===== config.mk =====
export PLATFORM = sky130hd
export DESIGN_NAME = and3_tree_pipe_flat
export DESIGN_NICKNAME = d
export VERILOG_FILES = /design/src/rtl/and3_tree_pipe_if.sv /design/src/rtl/and3_tree_pipe.sv /design/src/flat_wrapper.sv
export SDC_FILE = /design/constraint.sdc
export NUM_CORES = 1
export LEC_CHECK = 0
export ABC_CLOCK_PERIOD_IN_PS = 1100
export CAP_MARGIN = 20
export CORE_MARGIN = 2
export CORE_UTILIZATION = 37
export DETAILED_ROUTE_END_ITERATION = 10
export GPL_ROUTABILITY_DRIVEN = 1
export PLACE_DENSITY = 0.75
export SLEW_MARGIN = 20
export SYNTH_ARGS = -nofsm -noshare
export SYNTH_HDL_FRONTEND = slang
export SYNTH_SLANG_ARGS = --single-unit

===== constraint.sdc =====
create_clock -name CLK -period 1.1 [get_ports CLK]
set_input_delay 0.33 -clock CLK [delete_from_list [all_inputs] [get_ports CLK]]
set_output_delay 0.33 -clock CLK [all_outputs]
set_load 0.03 [all_outputs]

===== src/rtl/and3_tree_pipe_if.sv =====
// and3_tree_pipe_if: valid/ready bus carrying reduction operands in and per-channel results out.
interface and3_tree_pipe_if #(
  parameter int NIN = 9,
  parameter int CH  = 4
);
  logic              IN_VALID;
  logic              IN_READY;
  logic [CH*NIN-1:0] A;
  logic [CH-1:0]     INV;
  logic              OUT_VALID;
  logic              OUT_READY;
  logic [CH-1:0]     Z;
  modport master (
    output IN_VALID, A, INV, OUT_READY,
    input  IN_READY, OUT_VALID, Z
  );
  modport slave (
    input  IN_VALID, A, INV, OUT_READY,
    output IN_READY, OUT_VALID, Z
  );
endinterface


===== src/rtl/and3_tree_pipe.sv =====
// and3_tree_pipe: per-channel AND reduction through registered 3-input AND levels with valid/ready flow control.
module and3_tree_pipe #(
  parameter int NIN = 9,
  parameter int CH  = 4
) (
`ifdef USE_POWER_PINS
  inout wire VDD,
  inout wire VSS,
`endif
  input logic CLK,
  input logic RN,
  and3_tree_pipe_if.slave bus
);
  function automatic int lvl_w(input int k);
    int w;
    w = NIN;
    for (int i = 0; i < k; i++) w = (w + 2) / 3;
    return w;
  endfunction
  function automatic int num_lvl();
    int n;
    int w;
    n = 0;
    w = NIN;
    while (w > 1) begin
      w = (w + 2) / 3;
      n++;
    end
    return n;
  endfunction
  localparam int L = num_lvl();
  for (genvar s = 1; s <= L; s++) begin : st
    localparam int WI = lvl_w(s - 1);
    localparam int WO = lvl_w(s);
    logic [CH*WI-1:0] p;
    logic [CH-1:0]    p_inv;
    logic             p_v;
    logic [CH*WO-1:0] d_d;
    logic [CH*WO-1:0] d_q;
    logic [CH-1:0]    inv_q;
    logic             v_q;
    logic             up_rdy;
    logic             dn_rdy;
    if (s == 1) begin : g_src
      assign p     = bus.A;
      assign p_inv = bus.INV;
      assign p_v   = bus.IN_VALID;
    end else begin : g_src
      assign p     = st[s-1].d_q;
      assign p_inv = st[s-1].inv_q;
      assign p_v   = st[s-1].v_q;
    end
    if (s == L) begin : g_snk
      assign dn_rdy = bus.OUT_READY;
    end else begin : g_snk
      assign dn_rdy = st[s+1].up_rdy;
    end
    assign up_rdy = !v_q || dn_rdy;
    for (genvar c = 0; c < CH; c++) begin : ch
      // Short last group is filled with ones so it cannot clear the result.
      logic [3*WO-1:0] pad;
      always_comb begin
        pad         = '1;
        pad[WI-1:0] = p[c*WI +: WI];
      end
      for (genvar j = 0; j < WO; j++) begin : grp
        assign d_d[c*WO+j] = &pad[3*j +: 3];
      end
    end
    always_ff @(posedge CLK or negedge RN) begin
      if (!RN) begin
        v_q   <= 1'b0;
        d_q   <= '0;
        inv_q <= '0;
      end else if (up_rdy) begin
        v_q <= p_v;
        if (p_v) begin
          d_q   <= d_d;
          inv_q <= p_inv;
        end
      end
    end
  end
  assign bus.IN_READY  = st[1].up_rdy;
  assign bus.OUT_VALID = st[L].v_q;
  assign bus.Z         = st[L].d_q ^ st[L].inv_q;
endmodule


===== src/flat_wrapper.sv =====
// flat-port wrapper written by rule: the top's interface ports become plain ports
module and3_tree_pipe_flat 
#(
  parameter int NIN = 9,
  parameter int CH  = 4
)
  (CLK, RN, bus_IN_VALID, bus_A, bus_INV, bus_OUT_READY, bus_IN_READY, bus_OUT_VALID, bus_Z);
  and3_tree_pipe_if #(.NIN(NIN), .CH(CH)) bus_i ();
  input logic CLK;
  input logic RN;
  input wire logic [$bits(bus_i.IN_VALID)-1:0] bus_IN_VALID;
  input wire logic [$bits(bus_i.A)-1:0] bus_A;
  input wire logic [$bits(bus_i.INV)-1:0] bus_INV;
  input wire logic [$bits(bus_i.OUT_READY)-1:0] bus_OUT_READY;
  output wire logic [$bits(bus_i.IN_READY)-1:0] bus_IN_READY;
  output wire logic [$bits(bus_i.OUT_VALID)-1:0] bus_OUT_VALID;
  output wire logic [$bits(bus_i.Z)-1:0] bus_Z;
  assign bus_i.IN_VALID = bus_IN_VALID;
  assign bus_i.A = bus_A;
  assign bus_i.INV = bus_INV;
  assign bus_i.OUT_READY = bus_OUT_READY;
  assign bus_IN_READY = bus_i.IN_READY;
  assign bus_OUT_VALID = bus_i.OUT_VALID;
  assign bus_Z = bus_i.Z;
  and3_tree_pipe #(.NIN(NIN), .CH(CH)) u_core (.CLK(CLK), .RN(RN), .bus(bus_i));
endmodule

== Word-level counts from Yosys, hierarchy flattened ==
Index checks and enable logic that the tools add are counted.
Word-level totals
  logic and storage cells: 29
  output and inout bits: 6
  input port bits: 44
  register bits after elaboration: 26
Operators by class
  reduce and logical (&&, ||, !) cells: 22
  bitwise operators: 1
Operators with widths (count)
  3-bit AND reduction: 16
  2-bit AND reduction: 2
  4-bit XOR: 1
  1-bit logical NOT: 2
  1-bit logical OR: 2

== Longest topological paths before layout ==
Gate-level depths: netlist of run 1.
  word-level depth: 4
  mapped depth: 6
  depth with buffers taken out: 5

== Worst setup path before layout of run 1 ==
Ideal clock, no wire load.
  path kind: reg-to-reg
  start: register u_core.st[2].v_q, in the netlist u_core.bus.OUT_VALID
  end: register u_core.st[1].inv_q[0]
  data arrival time: 1236 ps
  data required time: 975 ps
  buffers on the path: 0
  cell stages (with the launch flop): 6
  slack: -261 ps
  clock period less this slack: 1361 ps
  library setup time: 125 ps
  cell sequence: dfrtp_1 nand2b_4 nor2_8 inv_6 nand2_8 mux2_4
On the way
  longest elaborated chain between the ends: 4
RTL lines
  from (decl): line and3_tree_pipe.sv:41  | logic v_q;
  from (signal assigned): line and3_tree_pipe.sv:76  | v_q <= p_v;
  1-bit logical NOT: line and3_tree_pipe.sv:58  | assign up_rdy = !v_q || dn_rdy;
  1-bit logical OR (2 in a row): line and3_tree_pipe.sv:58
  net bus_IN_READY: line flat_wrapper.sv:15  | output wire logic [$bits(bus_i.IN_READY)-1:0] bus_IN_READY;
  2-bit AND reduction (no line)
  to (signal assigned): line and3_tree_pipe.sv:79  | inv_q <= p_inv;
  to (decl): line and3_tree_pipe.sv:40  | logic [CH-1:0] inv_q;
The timed path passes the listed nets, and every way through them passes these cells.
A chain may end at the register's enable or synchronous reset.

== Worst setup path after layout of run 1 ==
  start: register u_core.st[2].v_q, in the netlist u_core.bus.OUT_VALID
  end: output bus_IN_READY
On the way
  longest elaborated chain between the ends: 3
RTL lines (line)
  1-bit logical NOT: and3_tree_pipe.sv:58
  1-bit logical OR (2 in a row): and3_tree_pipe.sv:58
  to (decl): flat_wrapper.sv:15
Every way passes these cells.

==> results of run 1 <==
sequential cells by signal, summed over array words and instances, names as in the netlist:
name                  cells
u_core.st.d_q            16
u_core.st.inv_q           8
u_core.bus.OUT_VALID      1
u_core.st.v_q             1
through the flow:
stage / hold WS (ns) / utilization (%) / setup TNS [ns]
after floorplan: 0.0344 / - / -2.10
after global placement: 0.462 / 57.3 / -11.81
after detailed placement: 0.468 / 57.3 / -12.31
after CTS: 0.326 / 61.0 / -6.28
after global routing: 0.317 / 62.0 / -6.80
final: 0.337 / 62.0 / -5.12
repair_timing:
action                     CTS  global route
cloned                       1             0
setup buffers                3             2
resized for setup            9             2
setup endpoints to repair   30            30
pin swaps                    3             3
hold buffers                 0             0
synthesized netlist by cell type:
cell type	n	area, um2
mux2_4	4	60.1
nand2_2	1	6.26
mux2_2	8	90.1
nor2_8	1	20.0
nand2_1	1	3.75
buf_8	1	15.0
and3_1	4	25.0
nand2b_1	1	6.26
o2bb2ai_1	12	105
dfrtp_1	26	651
inv_6	1	8.76
buf_4	1	7.51
nand2b_4	1	13.8
nand4_1	12	75.1
inv_2	1	3.75
nand2_8	1	20.0
buf_2	1	5.00
xor2_1	4	35.0
cell families after synthesis:
group	after synthesis	synth area share [%]
multiplexers	12	13.0
XOR/XNOR	4	3.04
AO/OA/AOI/OAI	12	9.13
flip-flops	26	56.5
buffers and inverters	5	3.48
AND/OR/NAND/NOR	22	14.8
power breakdown:
group | total, uW | internal [uW] | switching, uW
registers | 1130 | 1060 | 70.2
logic | 694 | 415 | 280
clock network | 408 | 142 | 266
layer usage:
layer / vias to the layer above / global-route usage (%)
met4: 0 / 4.76
li1: 424 / -
met3: 4 / 4.98
met2: 23 / 30.4
met1: 452 / 18.1
met5: - / 0
layout make-up:
| class | count | area [um2] | area share [%] |
|---|---|---|---|
| sequential | 26 | 652 | 35.0 |
| multi-input combinational | 50 | 504 | 27.1 |
| inverter | 2 | 12.5 | 0.672 |
| tap | 33 | 41.3 | 2.22 |
| timing repair buffer | 60 | 624 | 33.6 |
| clock buffer | 4 | 26.3 | 1.41 |
how the worst max path moves through the flow:
stage                          from                     to  slack [ns]  depth (start not counted)
4_1_cts        u_core.bus.OUT_VALID           bus_IN_READY       -0.35                          4
6_report       u_core.bus.OUT_VALID           bus_IN_READY       -0.31                          4
3_5_place_dp          bus_OUT_READY    u_core.st[1].d_q[0]       -0.50                          7
3_3_place_gp          bus_OUT_READY  u_core.st[1].inv_q[1]       -0.47                          6
2_1_floorplan  u_core.bus.OUT_VALID  u_core.st[1].inv_q[0]       -0.16                          5
5_1_grt        u_core.bus.OUT_VALID           bus_IN_READY       -0.38                          4
==> run_summary.xml, run 1 <==
<?xml version="1.0" encoding="UTF-8"?>
<metrics>
  <group name="setup_path">
    <metric name="cp-end-kind" unit="">output port</metric>
    <metric name="worstReg2RegStart" unit="">u_core.bus.OUT_VALID</metric>
    <metric name="critPathBufInv" unit="">2</metric>
    <metric name="crit_arrival" unit="ns">1.08</metric>
    <metric name="regToRegSetupSlack" unit="ns">-0.24</metric>
    <metric name="timing.setup.critical_path_class" unit="">register to output port</metric>
    <metric name="cp_slowest_cell" unit="">dfrtp_2</metric>
    <metric name="cell_family_with_the_largest_share_of_critical_path_delay" unit="">flip-flops</metric>
    <metric name="critical_path_required" unit="ns">0.77</metric>
    <metric name="r2r_end" unit="">u_core.st[1].d_q[7]</metric>
    <metric name="startpoint_type_of_the_worst_setup_path" unit="">register</metric>
    <metric name="crit_path_max_incr_delay" unit="ns">0.40</metric>
    <metric name="critical_path_cell_by_cell" unit="">nand2b_4 &gt; nor2_8 &gt; inv_6 &gt; buf_6</metric>
    <metric name="rr_worst_depth" unit="">7</metric>
    <metric name="cp_max_fo" unit="">2</metric>
  </group>
  <group name="die">
    <metric name="placeable_core_region" unit="mm2">0.00300</metric>
    <metric name="die_height" unit="um">59.8</metric>
    <metric name="ios" unit="">50</metric>
    <metric name="die_width" unit="um">59.8</metric>
    <metric name="initial_core_util" unit="%">38.3</metric>
    <metric name="design.die.area" unit="mm2">0.00357</metric>
    <metric name="std_cell_rows" unit="">20</metric>
  </group>
  <group name="grt">
    <metric name="first_global_vias" unit="">936</metric>
    <metric name="global_route.overflow_total" unit="">0</metric>
    <metric name="antenna_found_initial" unit="">0</metric>
    <metric name="grt_util_all_layers" unit="%">16.5</metric>
    <metric name="grt_pass1_wl" unit="um">4280</metric>
    <metric name="grt_max_degree" unit="">27</metric>
  </group>
  <group name="route">
    <metric name="wl_met1" unit="um">995</metric>
    <metric name="met2_wirelength" unit="um">1450</metric>
    <metric name="drt_first_pass_iters" unit="">4</metric>
    <metric name="drt_wl_total" unit="um">2610</metric>
    <metric name="drc" unit="">0</metric>
    <metric name="highest_routing_layer_actually_used" unit="">met4</metric>
    <metric name="vias_per_cell" unit="">5.16</metric>
    <metric name="routed-wl-met3" unit="um">141</metric>
    <metric name="routed-via-count" unit="">903</metric>
    <metric name="first_iter_violations" unit="">14</metric>
    <metric name="routed_wire_length_per_instance" unit="um">14.9</metric>
    <metric name="antenna_left" unit="">0</metric>
  </group>
  <group name="placement">
    <metric name="portBuffers" unit="">49</metric>
    <metric name="pre_cts_setup_slack" unit="ns">-0.500</metric>
    <metric name="globalplace.congestion" unit="">0.732</metric>
    <metric name="dpl_hpwl" unit="um">1940</metric>
    <metric name="numPlacedInstances" unit="">165</metric>
    <metric name="post_dp_cell_area" unit="mm2">0.00172</metric>
  </group>
  <group name="outcome">
    <metric name="status" unit="">complete, but fails checks</metric>
    <metric name="failing_checks" unit="">negative setup slack</metric>
  </group>
  <group name="layout">
    <metric name="most_common_cell_after_layout_fill_and_taps_aside" unit="">clkdlybuf4s50_1</metric>
    <metric name="layout_common_cells" unit="">clkdlybuf4s50_1, dfrtp_1, nand4_1, o2bb2ai_1</metric>
    <metric name="fraction_of_layout_instances_using_a_drive_strength_above_1" unit="%">30.3</metric>
    <metric name="n_antenna_cell" unit="">0</metric>
    <metric name="finish.cell_count_without_fillers" unit="">175</metric>
    <metric name="finalInstanceArea" unit="mm2">0.00186</metric>
    <metric name="fillerInstances" unit="">243</metric>
    <metric name="design.final.nets" unit="">187</metric>
    <metric name="area_delta_synth_final" unit="%">61.6</metric>
  </group>
  <group name="run">
    <metric name="max-cap-violations" unit="">0</metric>
  </group>
  <group name="sta">
    <metric name="drv_slew" unit="">0</metric>
    <metric name="setup_viol_count_final" unit="">30</metric>
    <metric name="grt_setup_unrepaired" unit="">yes</metric>
    <metric name="worst_clock_skew" unit="ns">0.00409</metric>
    <metric name="setup_ws" unit="ns">-0.305</metric>
    <metric name="min_period" unit="ns">1.41</metric>
    <metric name="max_slew_margin" unit="%">82.0</metric>
    <metric name="timing.final.crit_share" unit="%">128</metric>
    <metric name="hold_viol" unit="">0</metric>
    <metric name="top_achievable_clock_speed" unit="MHz">712</metric>
    <metric name="max_slew.worst_pin.slew" unit="ns">0.270</metric>
  </group>
  <group name="logic_synthesis">
    <metric name="synth-seq-cells" unit="">26</metric>
    <metric name="synthCells" unit="">81</metric>
    <metric name="syn_nets" unit="">125</metric>
    <metric name="synth.avg_cell_area" unit="um2">14.2</metric>
    <metric name="synth-seq-area-share" unit="%">56.5</metric>
    <metric name="synth.yosys.warnings" unit="">0</metric>
    <metric name="syn_area" unit="mm2">0.00115</metric>
    <metric name="yosysUniqueCellTypes" unit="">18</metric>
  </group>
  <group name="clocking">
    <metric name="clk_pin_slew" unit="ns">0.13</metric>
    <metric name="ctsRootBufferMaster" unit="">clkbuf_4</metric>
    <metric name="total_clock_buffers_created_by_cts" unit="">3</metric>
    <metric name="htree_levels" unit="">1</metric>
    <metric name="clock_sinks" unit="">26</metric>
    <metric name="worstSkewPairLatency" unit="ns">0.32</metric>
    <metric name="cts_tree" unit="">done</metric>
    <metric name="ctsLongestPathBuffers" unit="">2</metric>
  </group>
  <group name="power_and_ir_drop">
    <metric name="p_leak" unit="uW">0.000828</metric>
    <metric name="max-vdd-ir-drop" unit="mV">0.554</metric>
    <metric name="cellPowerDensity" unit="mW/mm2">1200</metric>
    <metric name="fin_total_pwr" unit="uW">2230</metric>
  </group>
  <group name="worst_hold_path">
    <metric name="worst_hold_path_type" unit="">primary input to async pin</metric>
  </group>
</metrics>
Power figures use the tool's default switching activity.
==> run 2, diff against run 1 <==
--- a/config.mk
+++ b/config.mk
@@ -7,10 +7,9 @@
 export LEC_CHECK = 0
 export ABC_CLOCK_PERIOD_IN_PS = 1100
 export CAP_MARGIN = 20
-export CORE_MARGIN = 2
+export CORE_MARGIN = 1.5
 export CORE_UTILIZATION = 37
 export DETAILED_ROUTE_END_ITERATION = 10
-export GPL_ROUTABILITY_DRIVEN = 1
 export PLACE_DENSITY = 0.75
 export SLEW_MARGIN = 20
 export SYNTH_ARGS = -nofsm -noshare
==> run 2 against run 1 <==
Against the previous run: the flow still finishes with violations (negative setup slack); first-iteration DRC count fell by 21%; critical endpoint unchanged; die area shrank 3.3%; clock-buffer cell count is the same; worst setup slack worse by 0.023 ns; hold slack improved by 0.0036 ns.
==> run_summary.xml, run 2 (same netlist as run 1, synthesis figures left out) <==
<?xml version="1.0" encoding="UTF-8"?>
<metrics>
  <group name="grt">
    <metric name="grt_pass1_wl" unit="um">4090</metric>
    <metric name="global_route.overflow_total" unit="">0</metric>
    <metric name="antenna_found_initial" unit="">0</metric>
    <metric name="grt_util_all_layers" unit="%">15.8</metric>
    <metric name="grt_max_degree" unit="">27</metric>
    <metric name="first_global_vias" unit="">907</metric>
  </group>
  <group name="setup_path">
    <metric name="cp_max_fo" unit="">2</metric>
    <metric name="cp-end-kind" unit="">output port</metric>
    <metric name="critical_path_required" unit="ns">0.77</metric>
    <metric name="crit_arrival" unit="ns">1.10</metric>
    <metric name="startpoint_type_of_the_worst_setup_path" unit="">register</metric>
    <metric name="timing.setup.critical_path_class" unit="">register to output port</metric>
  </group>
  <group name="clocking">
    <metric name="ctsLongestPathBuffers" unit="">2</metric>
    <metric name="ctsRootBufferMaster" unit="">clkbuf_4</metric>
    <metric name="cts_hold_buf" unit="">0</metric>
    <metric name="clk_pin_slew" unit="ns">0.13</metric>
    <metric name="total_clock_buffers_created_by_cts" unit="">3</metric>
    <metric name="cts_tree" unit="">done</metric>
    <metric name="htree_levels" unit="">1</metric>
    <metric name="clock_sinks" unit="">26</metric>
    <metric name="worstSkewPairLatency" unit="ns">0.31</metric>
  </group>
  <group name="die">
    <metric name="ios" unit="">50</metric>
    <metric name="placeable_core_region" unit="mm2">0.00300</metric>
    <metric name="die_width" unit="um">58.8</metric>
    <metric name="std_cell_rows" unit="">20</metric>
    <metric name="design.die.area" unit="mm2">0.00345</metric>
    <metric name="die_height" unit="um">58.8</metric>
    <metric name="initial_core_util" unit="%">38.3</metric>
  </group>
  <group name="route">
    <metric name="drc" unit="">0</metric>
    <metric name="drt_first_pass_iters" unit="">4</metric>
    <metric name="routed-via-count" unit="">861</metric>
    <metric name="drt_wl_total" unit="um">2460</metric>
    <metric name="first_iter_violations" unit="">11</metric>
    <metric name="vias_per_cell" unit="">5.01</metric>
    <metric name="antenna_left" unit="">0</metric>
    <metric name="routed_wire_length_per_instance" unit="um">14.3</metric>
  </group>
  <group name="outcome">
    <metric name="failing_checks" unit="">negative setup slack</metric>
    <metric name="status" unit="">complete, but fails checks</metric>
  </group>
  <group name="sta">
    <metric name="drv_slew" unit="">0</metric>
    <metric name="timing.final.crit_share" unit="%">130</metric>
    <metric name="grt_setup_unrepaired" unit="">yes</metric>
    <metric name="top_achievable_clock_speed" unit="MHz">700</metric>
    <metric name="hold_viol" unit="">0</metric>
    <metric name="min_period" unit="ns">1.43</metric>
    <metric name="setup_viol_count_final" unit="">30</metric>
    <metric name="max_slew_margin" unit="%">83.5</metric>
    <metric name="worst_clock_skew" unit="ns">0.00551</metric>
    <metric name="setup_ws" unit="ns">-0.329</metric>
    <metric name="max_slew.worst_pin.slew" unit="ns">0.247</metric>
  </group>
  <group name="layout">
    <metric name="most_common_cell_after_layout_fill_and_taps_aside" unit="">clkdlybuf4s50_1</metric>
    <metric name="layout_common_cells" unit="">clkdlybuf4s50_1, dfrtp_1, nand4_1, o2bb2ai_1, mux2_2</metric>
    <metric name="area_delta_synth_final" unit="%">59.5</metric>
    <metric name="registers.top_by_ff_count" unit="">u_core.st.d_q</metric>
    <metric name="largest_reg_flops" unit="">16</metric>
    <metric name="n_antenna_cell" unit="">0</metric>
    <metric name="reg_top3" unit="">u_core.st.d_q (16), u_core.st.inv_q (8)</metric>
    <metric name="fraction_of_layout_instances_using_a_drive_strength_above_1" unit="%">29.5</metric>
    <metric name="design.final.nets" unit="">184</metric>
  </group>
  <group name="worst_hold_path">
    <metric name="worst_hold_path_type" unit="">primary input to async pin</metric>
  </group>
  <group name="power_and_ir_drop">
    <metric name="fin_total_pwr" unit="uW">2270</metric>
    <metric name="p_leak" unit="uW">0.000818</metric>
    <metric name="max-vdd-ir-drop" unit="mV">0.410</metric>
    <metric name="cellPowerDensity" unit="mW/mm2">1240</metric>
  </group>
  <group name="placement">
    <metric name="globalplace.congestion" unit="">0.749</metric>
    <metric name="dpl_hpwl" unit="um">1860</metric>
    <metric name="portBuffers" unit="">49</metric>
    <metric name="pre_cts_setup_slack" unit="ns">-0.497</metric>
  </group>
  <group name="run">
    <metric name="max-cap-violations" unit="">0</metric>
  </group>
</metrics>
-- run 2: critical path, cell delays in order, from the launching register on --
cell      delay, ns
dfrtp_2        0.41
nand2b_4       0.08
nor2_8         0.13
inv_6          0.04
buf_6          0.13
-- run 2: final cells by class --
cell class | count | area (um2)
inverters | 2 | 12.5
fillers | 240 | 1170
well taps | 33 | 41.3
repair buffers | 57 | 598
multi-input cells | 50 | 495
flip-flops and latches | 26 | 652
clock buffers | 4 | 36.3
-- run 2: final timing paths --
kind / slack (ns) / to / cells past startpoint / from
worst max-delay path: -0.33 / bus_IN_READY / 4 / u_core.bus.OUT_VALID
worst min-delay path: 0.34 / u_core.st[2].inv_q[2] / 2 / RN
worst max register to register: -0.25 / u_core.st[1].d_q[1] / 7 / u_core.bus.OUT_VALID
worst min register to register: 0.50 / u_core.st[1].d_q[0] / 1 / u_core.st[1].d_q[0]
max in group asynchronous: 0.59 / u_core.bus.OUT_VALID / 2 / RN
min in group CLK: 0.50 / u_core.st[1].d_q[0] / 1 / u_core.st[1].d_q[0]
-- run 2: routing by layer --
metal	routed length, um	GRT usage (%)
met2	1340	27.0
met3	94	2.42
met5	0	0
met1	999	19.9
met4	25	6.82
-- run 2: repair_timing --
item | CTS | global route
endpoints found under the setup margin | 30 | 30
pin swaps | 2 | 1
cloned | 1 | 0
gates resized for setup | 9 | 0
hold endpoints to repair | 0 | 0
setup buffers | 2 | 1
-- run 2: where the power goes --
group          internal, uW  switching, uW
clock                   202            268
sequential             1060           73.8
combinational           401            272
-- run 2: stage by stage --
stage | hold slack [ns] | instance area [um2] | TNS (ns) | cells | utilization [%]
after floorplan | 0.0344 | 1180 | -2.10 | 81 | -
after global placement | 0.463 | 1710 | -11.89 | 164 | 57.1
after detailed placement | 0.466 | 1710 | -12.26 | 164 | 57.1
after CTS | 0.337 | 1830 | -5.78 | 171 | 60.9
after global routing | 0.346 | 1840 | -6.96 | 172 | 61.1
final | 0.340 | 1840 | -5.38 | 172 | 61.1
==> run 3, diff against run 2 <==
--- a/config.mk
+++ b/config.mk
@@ -5,10 +5,11 @@
 export SDC_FILE = /design/constraint.sdc
 export NUM_CORES = 1
 export LEC_CHECK = 0
+export ABC_AREA = 1
 export ABC_CLOCK_PERIOD_IN_PS = 1100
 export CAP_MARGIN = 20
 export CORE_MARGIN = 1.5
-export CORE_UTILIZATION = 37
+export CORE_UTILIZATION = 38
 export DETAILED_ROUTE_END_ITERATION = 10
 export PLACE_DENSITY = 0.75
 export SLEW_MARGIN = 20
==> constraint.sdc (replaced) <==
create_clock -name CLK -period 1.1 [get_ports CLK]
set_input_delay 0.33 -clock CLK [delete_from_list [all_inputs] [get_ports CLK]]
set_output_delay 0.33 -clock CLK [all_outputs]
set_load 0.1 [all_outputs]
==> run 3 against run 2 <==
Against the previous run: the run still ends with negative setup slack left; cell area grew 20%; non-clock buffer count grew 6; sequential power up 8%; first-iteration DRC count increased by 110%; critical path depth fell by 2; clock skew rose by 0.0055 ns; via count grew 38%; sequential share of layout area down 5.4 points; global-route usage is 3.7 points higher; combinational power is 100% higher.
==> run_summary.xml, run 3 <==
<?xml version="1.0" encoding="UTF-8"?>
<metrics>
  <group name="outcome">
    <metric name="status" unit="">complete, but fails checks</metric>
    <metric name="failing_checks" unit="">negative setup slack</metric>
  </group>
  <group name="grt">
    <metric name="grt_util_all_layers" unit="%">19.5</metric>
    <metric name="grt_max_degree" unit="">27</metric>
    <metric name="global_route.overflow_total" unit="">0</metric>
    <metric name="grt_pass1_wl" unit="um">5130</metric>
    <metric name="first_global_vias" unit="">1208</metric>
    <metric name="antenna_found_initial" unit="">0</metric>
  </group>
  <group name="power_and_ir_drop">
    <metric name="p_leak" unit="uW">0.00104</metric>
    <metric name="fin_total_pwr" unit="uW">2980</metric>
    <metric name="cellPowerDensity" unit="mW/mm2">1350</metric>
    <metric name="max-vdd-ir-drop" unit="mV">0.571</metric>
  </group>
  <group name="die">
    <metric name="initial_core_util" unit="%">40.0</metric>
    <metric name="die_width" unit="um">59.4</metric>
    <metric name="die_height" unit="um">59.4</metric>
    <metric name="std_cell_rows" unit="">20</metric>
    <metric name="placeable_core_region" unit="mm2">0.00303</metric>
    <metric name="design.die.area" unit="mm2">0.00353</metric>
    <metric name="ios" unit="">50</metric>
  </group>
  <group name="setup_path">
    <metric name="crit_arrival" unit="ns">1.17</metric>
    <metric name="critical_path_required" unit="ns">0.77</metric>
    <metric name="cp_max_fo" unit="">2</metric>
    <metric name="timing.setup.critical_path_class" unit="">register to output port</metric>
    <metric name="cp_slowest_cell" unit="">dfrtp_2</metric>
    <metric name="cp-end-kind" unit="">output port</metric>
    <metric name="startpoint_type_of_the_worst_setup_path" unit="">register</metric>
    <metric name="crit_path_max_incr_delay" unit="ns">0.47</metric>
    <metric name="critical_path_cell_by_cell" unit="">xor2_4 &gt; buf_12</metric>
  </group>
  <group name="layout">
    <metric name="finish.utilization" unit="%">72.6</metric>
    <metric name="reg_top3" unit="">u_core.st.d_q (16), u_core.st.inv_q (8)</metric>
    <metric name="multi_input_comb_area" unit="um2">706</metric>
    <metric name="design.final.nets" unit="">259</metric>
    <metric name="most_common_cell_after_layout_fill_and_taps_aside" unit="">clkdlybuf4s50_1</metric>
    <metric name="layout_common_cells" unit="">clkdlybuf4s50_1, nand2_1, nand2_2</metric>
    <metric name="fraction_of_layout_instances_using_a_drive_strength_above_1" unit="%">33.6</metric>
    <metric name="registers.top_by_ff_count" unit="">u_core.st.d_q</metric>
    <metric name="sequential_cell_area" unit="um2">663</metric>
    <metric name="largest_reg_flops" unit="">16</metric>
    <metric name="fillerInstances" unit="">215</metric>
    <metric name="n_antenna_cell" unit="">0</metric>
    <metric name="area_delta_synth_final" unit="%">81.8</metric>
  </group>
  <group name="clocking">
    <metric name="clk_pin_slew" unit="ns">0.14</metric>
    <metric name="cts_tree" unit="">done</metric>
    <metric name="htree_levels" unit="">1</metric>
    <metric name="clock_sinks" unit="">26</metric>
    <metric name="ctsRootBufferMaster" unit="">clkbuf_4</metric>
    <metric name="total_clock_buffers_created_by_cts" unit="">3</metric>
    <metric name="worstSkewPairLatency" unit="ns">0.32</metric>
    <metric name="ctsLongestPathBuffers" unit="">2</metric>
  </group>
  <group name="sta">
    <metric name="max_slew_margin" unit="%">56.3</metric>
    <metric name="drv_slew" unit="">0</metric>
    <metric name="setup_viol_count_final" unit="">23</metric>
    <metric name="hold_viol" unit="">0</metric>
    <metric name="fin_tns_setup" unit="ns">-5.30</metric>
    <metric name="timing.final.crit_share" unit="%">136</metric>
    <metric name="worst_clock_skew" unit="ns">0.0111</metric>
    <metric name="max_slew.worst_pin.slew" unit="ns">0.656</metric>
    <metric name="setup_ws" unit="ns">-0.395</metric>
    <metric name="top_achievable_clock_speed" unit="MHz">669</metric>
    <metric name="min_period" unit="ns">1.50</metric>
    <metric name="grt_setup_unrepaired" unit="">yes</metric>
  </group>
  <group name="logic_synthesis">
    <metric name="async_reset_ff_share" unit="%">100</metric>
    <metric name="yosysUniqueCellTypes" unit="">12</metric>
    <metric name="yosysMostFrequentCell" unit="">nand2_1</metric>
    <metric name="netlist.top_cell.by_area" unit="">dfrtp_1</metric>
    <metric name="synth_edf_count" unit="">0</metric>
    <metric name="yosys_most_used_dff" unit="">dfrtp_1</metric>
    <metric name="synth.top_cells.by_count" unit="">nand2_1, dfrtp_1, nand3_1, inv_1, nor2_1</metric>
    <metric name="synth.yosys.warnings" unit="">0</metric>
    <metric name="synth-seq-cells" unit="">26</metric>
    <metric name="synth-seq-area-share" unit="%">53.8</metric>
    <metric name="top_post_synthesis_cells_by_area" unit="">dfrtp_1, nand2_1, nand3_1, inv_1, nor2_1</metric>
    <metric name="synth.avg_cell_area" unit="um2">8.07</metric>
    <metric name="syn_nets" unit="">194</metric>
    <metric name="synthCells" unit="">150</metric>
    <metric name="synthDominantCellAreaShare" unit="%">53.8</metric>
    <metric name="syn_area" unit="mm2">0.00121</metric>
  </group>
  <group name="route">
    <metric name="vias_per_cell" unit="">4.60</metric>
    <metric name="drt_wl_total" unit="um">3100</metric>
    <metric name="first_iter_violations" unit="">23</metric>
    <metric name="routed-via-count" unit="">1187</metric>
    <metric name="drt_first_pass_iters" unit="">4</metric>
    <metric name="routed_wire_length_per_instance" unit="um">12.0</metric>
    <metric name="antenna_left" unit="">0</metric>
    <metric name="drc" unit="">0</metric>
  </group>
  <group name="worst_hold_path">
    <metric name="worst_hold_path_type" unit="">primary input to async pin</metric>
  </group>
  <group name="placement">
    <metric name="dpl_hpwl" unit="um">2230</metric>
    <metric name="portBuffers" unit="">49</metric>
    <metric name="globalplace.congestion" unit="">0.754</metric>
  </group>
  <group name="run">
    <metric name="max-cap-violations" unit="">0</metric>
  </group>
</metrics>
-- run 3: cell count changes after synthesis, moves of 4 or more --
| cell | change |
|---|---|
| nand3_1 | +24 |
| inv_1 | +13 |
| nand4_1 | -12 |
| mux2_2 | -8 |
| o2bb2ai_1 | -12 |
| nor2_1 | +12 |
| o21ai_1 | +4 |
| nand2_1 | +59 |
| mux2_4 | -4 |
| and3_1 | -4 |
-- run 3: logic make-up (layout without fill, tap and decap cells) --
group,Yosys count,in the layout,synth area share (%)
and+or+nand+nor,98,100,34.6
DFF,26,26,53.8
AOI/OAI and AO/OA,4,4,1.65
xor gates and xnor gates,4,4,2.90
buffers and inverters,18,80,7.03
-- run 3: area by class of cell --
| cell class | instances | share of cell area [%] |
|---|---|---|
| inverters | 13 | 2.22 |
| flip-flops and latches | 26 | 30.1 |
| well taps | 44 | 2.50 |
| repair buffers | 63 | 31.9 |
| clock buffers | 4 | 1.19 |
| multi-input cells | 108 | 32.1 |
-- run 3: final timing paths --
path,slack (ns),start,cells after the start,to
worst max register to register,-0.20,u_core.bus.OUT_VALID,7,u_core.st[1].d_q[7]
min in group CLK,0.50,u_core.st[1].d_q[1],2,u_core.st[1].d_q[1]
worst min-delay path,0.34,RN,2,u_core.st[1].inv_q[3]
worst max-delay path,-0.40,u_core.st[2].inv_q[2],2,bus_Z[2]
max in group asynchronous,0.59,RN,2,u_core.st[2].inv_q[0]
worst min register to register,0.50,u_core.st[1].d_q[1],2,u_core.st[1].d_q[1]
-- run 3: metal layers --
layer / wire length (um) / track usage (%)
met1: 1130 / 22.3
met2: 1750 / 36.4
met3: 139 / 2.40
met4: 76 / 7.47
met5: 0 / 0
-- run 3: where the power goes --
| group | internal, uW | switching (uW) | leakage, uW |
|---|---|---|---|
| registers | 1080 | 136 | 0.000329 |
| logic | 605 | 745 | 0.000696 |
| clock network | 142 | 270 | 0.0000150 |
| total | 1830 | 1150 | 0.00104 |
-- run 3: timing repair --
action | 4_1_cts | 5_1_grt
pin swaps | 5 | 3
gates resized for setup | 35 | 10
setup endpoints to repair | 24 | 28
hold buffers | 0 | 0
cloned | 2 | 0
buffers inserted | 1 | 1
-- run 3: per-stage QoR --
step / std cells / worst slack (ns) / instance area (um2) / hold slack, ns
6_report: 258 / -0.395 / 2200 / 0.344
5_1_grt: 258 / -0.439 / 2200 / 0.366
3_5_place_dp: 250 / -0.406 / 2010 / 0.458
2_1_floorplan: 150 / -0.255 / 1340 / 0.0344
3_3_place_gp: 250 / -0.387 / 2010 / 0.453
4_1_cts: 257 / -0.403 / 2160 / 0.346
-- run 3: critical path, delay by kind of cell, from the launching register on --
kind                      cells  cell delay [ns]
xor gates and xnor gates      1             0.19
buffers and inverters         1             0.19
DFF                           1             0.47
